File: src/rtl/alu_seq_if.sv
// rtl/alu_seq_if.sv - start/busy/done handshake and result bundle between sequencer and alu_seq
interface alu_seq_if #(
  parameter int WIDTH   = 8,
  parameter int SHAMT_W = 3
);
  logic               start;
  logic [3:0]         op;
  logic [WIDTH-1:0]   a;
  logic [WIDTH-1:0]   b;
  logic               cin;
  logic [SHAMT_W-1:0] shamt;
  logic               busy;
  logic               done;
  logic [WIDTH-1:0]   res;
  logic               cout;
  logic               ovf;
  logic               zero;
  logic               neg;

  modport master (
    output start, op, a, b, cin, shamt,
    input  busy, done, res, cout, ovf, zero, neg
  );

  modport slave (
    input  start, op, a, b, cin, shamt,
    output busy, done, res, cout, ovf, zero, neg
  );
endinterface

File: src/rtl/alu_seq.sv
// rtl/alu_seq.sv - registered ALU with N/Z/C/V flags and one-bit-per-clock shifts/rotates
module alu_seq #(
  parameter int WIDTH   = 8,
  parameter int SHAMT_W = 3
) (
  input  logic       clk,
  input  logic       rst,
  alu_seq_if.slave   bus
);
  localparam logic [3:0] OP_ADD = 4'd0;
  localparam logic [3:0] OP_SUB = 4'd1;
  localparam logic [3:0] OP_AND = 4'd2;
  localparam logic [3:0] OP_EOR = 4'd3;
  localparam logic [3:0] OP_OR  = 4'd4;
  localparam logic [3:0] OP_LSR = 4'd5;
  localparam logic [3:0] OP_ASL = 4'd6;
  localparam logic [3:0] OP_ROR = 4'd7;
  localparam logic [3:0] OP_ROL = 4'd8;

  typedef enum logic {IDLE, SHIFT} state_t;

  state_t             state_q, state_d;
  logic [WIDTH-1:0]   acc_q, acc_d;
  logic               carry_q, carry_d;
  logic [SHAMT_W-1:0] cnt_q, cnt_d;
  logic [3:0]         op_q, op_d;
  logic [WIDTH-1:0]   res_q, res_d;
  logic               cout_q, cout_d;
  logic               ovf_q, ovf_d;
  logic               zero_q, zero_d;
  logic               neg_q, neg_d;
  logic               done_q, done_d;
  logic               busy_q, busy_d;

  logic [WIDTH-1:0]   b_int;
  logic [WIDTH:0]     sum;
  logic [WIDTH-1:0]   step_acc;
  logic               step_carry;
  logic               is_shift;

  always_comb begin
    b_int    = (bus.op == OP_SUB) ? ~bus.b : bus.b;
    sum      = {1'b0, bus.a} + {1'b0, b_int} + {{WIDTH{1'b0}}, bus.cin};
    is_shift = (bus.op >= OP_LSR) && (bus.op <= OP_ROL);

    // One step on the {carry, acc} pair for the captured shift kind.
    step_acc   = acc_q;
    step_carry = carry_q;
    case (op_q)
      OP_LSR: begin
        step_carry = acc_q[0];
        step_acc   = {1'b0, acc_q[WIDTH-1:1]};
      end
      OP_ASL: begin
        step_carry = acc_q[WIDTH-1];
        step_acc   = {acc_q[WIDTH-2:0], 1'b0};
      end
      OP_ROR: begin
        step_carry = acc_q[0];
        step_acc   = {carry_q, acc_q[WIDTH-1:1]};
      end
      OP_ROL: begin
        step_carry = acc_q[WIDTH-1];
        step_acc   = {acc_q[WIDTH-2:0], carry_q};
      end
      default: ;
    endcase

    state_d = state_q;
    acc_d   = acc_q;
    carry_d = carry_q;
    cnt_d   = cnt_q;
    op_d    = op_q;
    res_d   = res_q;
    cout_d  = cout_q;
    ovf_d   = ovf_q;
    zero_d  = zero_q;
    neg_d   = neg_q;
    busy_d  = busy_q;
    done_d  = 1'b0;

    case (state_q)
      IDLE: begin
        if (bus.start) begin
          if (is_shift && (bus.shamt != '0)) begin
            acc_d   = bus.a;
            carry_d = bus.cin;
            cnt_d   = bus.shamt;
            op_d    = bus.op;
            busy_d  = 1'b1;
            state_d = SHIFT;
          end else begin
            cout_d = 1'b0;
            ovf_d  = 1'b0;
            case (bus.op)
              OP_ADD, OP_SUB: begin
                res_d  = sum[WIDTH-1:0];
                cout_d = sum[WIDTH];
                ovf_d  = (bus.a[WIDTH-1] == b_int[WIDTH-1]) &&
                         (sum[WIDTH-1] != bus.a[WIDTH-1]);
              end
              OP_AND: res_d = bus.a & bus.b;
              OP_EOR: res_d = bus.a ^ bus.b;
              OP_OR:  res_d = bus.a | bus.b;
              OP_LSR, OP_ASL, OP_ROR, OP_ROL: begin
                res_d  = bus.a;
                cout_d = bus.cin;
              end
              default: res_d = '0;
            endcase
            zero_d = (res_d == '0);
            neg_d  = res_d[WIDTH-1];
            done_d = 1'b1;
          end
        end
      end
      SHIFT: begin
        acc_d   = step_acc;
        carry_d = step_carry;
        cnt_d   = cnt_q - SHAMT_W'(1);
        if (cnt_q == SHAMT_W'(1)) begin
          res_d   = step_acc;
          cout_d  = step_carry;
          ovf_d   = 1'b0;
          zero_d  = (step_acc == '0);
          neg_d   = step_acc[WIDTH-1];
          done_d  = 1'b1;
          busy_d  = 1'b0;
          state_d = IDLE;
        end
      end
      default: state_d = IDLE;
    endcase
  end

  always_ff @(posedge clk or posedge rst) begin
    if (rst) begin
      state_q <= IDLE;
      acc_q   <= '0;
      carry_q <= 1'b0;
      cnt_q   <= '0;
      op_q    <= '0;
      res_q   <= '0;
      cout_q  <= 1'b0;
      ovf_q   <= 1'b0;
      zero_q  <= 1'b0;
      neg_q   <= 1'b0;
      done_q  <= 1'b0;
      busy_q  <= 1'b0;
    end else begin
      state_q <= state_d;
      acc_q   <= acc_d;
      carry_q <= carry_d;
      cnt_q   <= cnt_d;
      op_q    <= op_d;
      res_q   <= res_d;
      cout_q  <= cout_d;
      ovf_q   <= ovf_d;
      zero_q  <= zero_d;
      neg_q   <= neg_d;
      done_q  <= done_d;
      busy_q  <= busy_d;
    end
  end

  assign bus.busy = busy_q;
  assign bus.done = done_q;
  assign bus.res  = res_q;
  assign bus.cout = cout_q;
  assign bus.ovf  = ovf_q;
  assign bus.zero = zero_q;
  assign bus.neg  = neg_q;
endmodule

File: src/flat_wrapper.sv
// flat-port wrapper written by rule: the top's interface ports become plain ports
module alu_seq_flat 
#(
  parameter int WIDTH   = 8,
  parameter int SHAMT_W = 3
)
  (clk, rst, bus_start, bus_op, bus_a, bus_b, bus_cin, bus_shamt, bus_busy, bus_done, bus_res, bus_cout, bus_ovf, bus_zero, bus_neg);
  alu_seq_if #(.WIDTH(WIDTH), .SHAMT_W(SHAMT_W)) bus_i ();
  input  logic clk;
  input  logic rst;
  input wire logic [$bits(bus_i.start)-1:0] bus_start;
  input wire logic [$bits(bus_i.op)-1:0] bus_op;
  input wire logic [$bits(bus_i.a)-1:0] bus_a;
  input wire logic [$bits(bus_i.b)-1:0] bus_b;
  input wire logic [$bits(bus_i.cin)-1:0] bus_cin;
  input wire logic [$bits(bus_i.shamt)-1:0] bus_shamt;
  output wire logic [$bits(bus_i.busy)-1:0] bus_busy;
  output wire logic [$bits(bus_i.done)-1:0] bus_done;
  output wire logic [$bits(bus_i.res)-1:0] bus_res;
  output wire logic [$bits(bus_i.cout)-1:0] bus_cout;
  output wire logic [$bits(bus_i.ovf)-1:0] bus_ovf;
  output wire logic [$bits(bus_i.zero)-1:0] bus_zero;
  output wire logic [$bits(bus_i.neg)-1:0] bus_neg;
  assign bus_i.start = bus_start;
  assign bus_i.op = bus_op;
  assign bus_i.a = bus_a;
  assign bus_i.b = bus_b;
  assign bus_i.cin = bus_cin;
  assign bus_i.shamt = bus_shamt;
  assign bus_busy = bus_i.busy;
  assign bus_done = bus_i.done;
  assign bus_res = bus_i.res;
  assign bus_cout = bus_i.cout;
  assign bus_ovf = bus_i.ovf;
  assign bus_zero = bus_i.zero;
  assign bus_neg = bus_i.neg;
  alu_seq #(.WIDTH(WIDTH), .SHAMT_W(SHAMT_W)) u_core (.clk(clk), .rst(rst), .bus(bus_i));
endmodule
File: config.mk
export PLATFORM = sky130hd
export DESIGN_NAME = alu_seq_flat
export DESIGN_NICKNAME = d
export VERILOG_FILES = /design/src/rtl/alu_seq_if.sv /design/src/rtl/alu_seq.sv /design/src/flat_wrapper.sv
export SDC_FILE = /design/constraint.sdc
export NUM_CORES = 1
export LEC_CHECK = 0
export ABC_CLOCK_PERIOD_IN_PS = 1900
export CORE_MARGIN = 4
export CORE_UTILIZATION = 52
export CTS_BUF_LIST = sky130_fd_sc_hd__clkbuf_8
export CTS_CLUSTER_DIAMETER = 50
export DETAILED_ROUTE_END_ITERATION = 8
export GPL_TIMING_DRIVEN = 0
export HOLD_SLACK_MARGIN = 0.05
export PLACE_DENSITY = 0.83
export SYNTH_ARGS = -nofsm -noshare
export SYNTH_HDL_FRONTEND = slang
export SYNTH_SLANG_ARGS = --single-unit
export TNS_END_PERCENT = 50
File: constraint.sdc
create_clock -name clk -period 1.9 [get_ports clk]
set_input_delay 0.38 -clock clk [delete_from_list [all_inputs] [get_ports clk]]
set_output_delay 0.38 -clock clk [all_outputs]
set_load 0.05 [all_outputs]
==> flow_metrics.tcl <==
set metrics [dict create \
    worst_pin_slew_ns 1.15 \
    die_h_um 85.5 \
    postCtsHoldBufs 0 \
    fmax_ghz 0.332 \
    avgSynthCellArea_um2 8.26 \
    grt_overflow 0 \
    worstPathArrival_ns 3.23 \
    stdcell_area_um2 4140 \
    ys_ff_latch 30 \
    clkSlewWorstSetupHoldPaths_ns 0.06 \
    rows 27 \
    hold_ws_ns 0.493 \
    syn_area_um2 3120 \
    cts_buffer_depth 2 \
    slew_viol_final 0 \
    post-route-period-util 1.59 \
    cts.sink_count 30 \
    hold_depth 2 \
    reg2reg_slack_ns -0.13 \
    ys_warn_count 0 \
    cp_max_fo 4 \
    wirelength_um 9760 \
    layout_setup_ws_ns -1.11 \
    grt_start_max_net_pins 31 \
    rr_worst_depth 8 \
    required_ns 2.12 \
    cts_buffers 5 \
    min_to "u_core.bus.res[0]" \
    dp_hpwl_um 6700 \
    failed_checks "negative setup slack" \
    start_kind "primary input" \
    drtIter0Drc 281 \
    crit_path_end_kind "register" \
    cts_root_buffer "clkbuf_8" \
    clk-insertion-delay-late_ns 0.29 \
    io_buffer_count 39 \
    drive_above_1_share 0.273 \
    clock_skew_ns 0.00448 \
    area_growth_pct 32.5 \
    final-setup-viol-count 13 \
    grt.total_usage 0.260 \
    slew_headroom 0.231 \
    grt_pass1_wl_um 15500 \
    ir_drop_mv 0.910 \
    p_per_area_nw_per_um2 1270 \
    wl_per_cell_um 18.9 \
    finalHoldViolCount 0 \
    hold_start "u_core.bus.res[0]" \
    ys_types 68 \
    ios 41 \
    synth_async_sr_flop_share 1.00 \
    avgViaCountPerCell 6.40 \
    firstDrtPassIters 7 \
    synthFlopType "dfrtp_1" \
    diodes 0 \
    p_leak_nw 1.77 \
    die_area_um2 7310 \
    dr_total_vias 3303 \
    postRouteAntennaNets 0 \
    place_area_um2 3630 \
    core_area_um2 5680 \
    die_w_um 85.5 \
    htreeDepth 2 \
    setup_tns_ns -8.44 \
    cts_tree "yes" \
    grt_pass1_vias 3245 \
    fin_crit_ns 3.01 \
    syn_inst 378 \
    hold_class "reg2reg" \
    timing.rr.end "u_core.bus.zero" \
    postSynthNetCount 432 \
    critical_path_class "in2reg" \
    total_power_mw 5.23 \
    antenna_found_initial 0 \
    outcome "complete, but fails checks" \
    seq_area_frac_synth 0.240 \
    synth_edf_count 0 \
    timing.rr.start "u_core.op_q[3]" \
    start_util 0.550 \
    drc 0 \
    gp_congestion 0.913 \
    rsz0062_at_grt "yes" \
    nNetsFinal 497 \
    cap_violations 0 \
]
==> synthesized netlist by cell type (all sizes together) (8+ instances only) <==
cell	instances	area share
o21ai	39	0.064
nand2	36	0.043
dfrtp	30	0.24
inv	29	0.035
ha	25	0.10
nor2	23	0.030
buf	19	0.048
a21oi	17	0.027
nor3	12	0.024
xnor2	10	0.028
a211oi	9	0.023
mux2i	9	0.029
nand2b	9	0.018
nor2b	9	0.023
a22oi	8	0.021
nand3	8	0.013
==> metal layers <==
| layer | up-vias | part of all wire | track usage | wire length (um) |
|---|---|---|---|---|
| met5 | - | 0 | 0 | 0 |
| met4 | 0 | 0.036 | 0.125 | 355 |
| met3 | 39 | 0.067 | 0.0432 | 654 |
| met2 | 164 | 0.51 | 0.460 | 5020 |
| met1 | 1612 | 0.38 | 0.305 | 3730 |
| li1 | 1488 | - | - | - |
==> cells in the final DEF (no fill, tap or decap), drive strengths merged, types with 5 or more instances in the layout <==
master / count
ha: 25
mux2i: 9
a22oi: 8
buf: 40
dfrtp: 30
xnor2: 10
nand2b: 9
nand2: 36
clkdlybuf4s50: 34
o21ai: 39
clkbuf: 14
a211oi: 9
nor2b: 9
a21oi: 17
mux2: 6
nor3: 12
nor2: 23
inv: 30
a31oi: 6
or3: 5
nand3: 8
==> cell families (layout without fill, tap and decap cells) <==
logic type | count (synthesis) | count (layout) | synth area share
AOI/OAI and AO/OA | 119 | 119 | 0.261
adders and majority gates | 27 | 27 | 0.113
DFF | 30 | 30 | 0.240
buffers and inverters | 54 | 120 | 0.0929
and+or+nand+nor | 121 | 121 | 0.208
xor gates and xnor gates | 12 | 12 | 0.0337
muxes | 15 | 15 | 0.0505
==> through the flow <==
step | setup WS [ns] | utilization | std cells
after floorplan | -1.24 | - | 378
after global routing | -1.19 | 0.729 | 516
after detailed placement | -2.15 | 0.639 | 489
after CTS | -1.25 | 0.686 | 506
final | -1.11 | 0.729 | 516
after global placement | -2.09 | 0.639 | 489
==> layout make-up <==
| class | count | area (um^2) |
|---|---|---|
| Buffer | 23 | 186 |
| Timing Repair Buffer | 60 | 573 |
| Clock inverter | 2 | 8.76 |
| Fill cell | 427 | 1540 |
| Multi-Input combinational cell | 294 | 2340 |
| Tap cell | 72 | 90.1 |
| Inverter | 29 | 109 |
| Clock buffer | 6 | 82.6 |
| Sequential cell | 30 | 751 |
==> how the worst max path moves through the flow <==
stage                          from               to  slack [ns]  depth (start not counted)
after CTS                 bus_op[2]  u_core.bus.zero       -1.25                         15
after detailed placement  bus_op[3]  u_core.bus.zero       -2.15                         15
after global routing      bus_op[1]  u_core.bus.zero       -1.19                         16
final                     bus_op[1]  u_core.bus.zero       -1.11                         16
after global placement    bus_op[3]  u_core.bus.zero       -2.09                         15
after floorplan           bus_op[2]  u_core.bus.zero       -1.24                         15
==> registers in the layout, summed over array words and instances, names as in the netlist <==
name / flops
u_core.state_q: 1
u_core.bus.cout: 1
u_core.bus.zero: 1
u_core.cnt_q: 3
u_core.bus.busy: 1
u_core.carry_q: 1
u_core.bus.ovf: 1
u_core.op_q: 4
u_core.bus.res: 8
u_core.bus.done: 1
u_core.acc_q: 8
==> worst max-delay path, stage by stage <==
cell and delay (ns):
buf_8 0.11, or3_4 0.41, nor2_4 0.16, xnor2_2 0.12, fa_2 0.23, inv_2 0.04, fa_2 0.35, buf_6 0.13
a211oi_2 0.20, nor2_2 0.08, buf_6 0.13, mux2i_2 0.16, nand4_1 0.21, nor2_1 0.18, nand4_1 0.18, a2bb2oi_2 0.16
==> report_power, final <==
| group | internal (mW) | switching, mW |
|---|---|---|
| clock | 0.286 | 0.244 |
| sequential | 0.948 | 0.291 |
| combinational | 1.37 | 2.09 |
==> repair_timing <==
item                       4_1_cts  5_1_grt
resized for setup               43       41
setup buffers                    9       12
pin swaps                       23       31
setup endpoints to repair       30       27
gates cloned                     0        0
No activity file was read; power rests on OpenSTA's default activity.
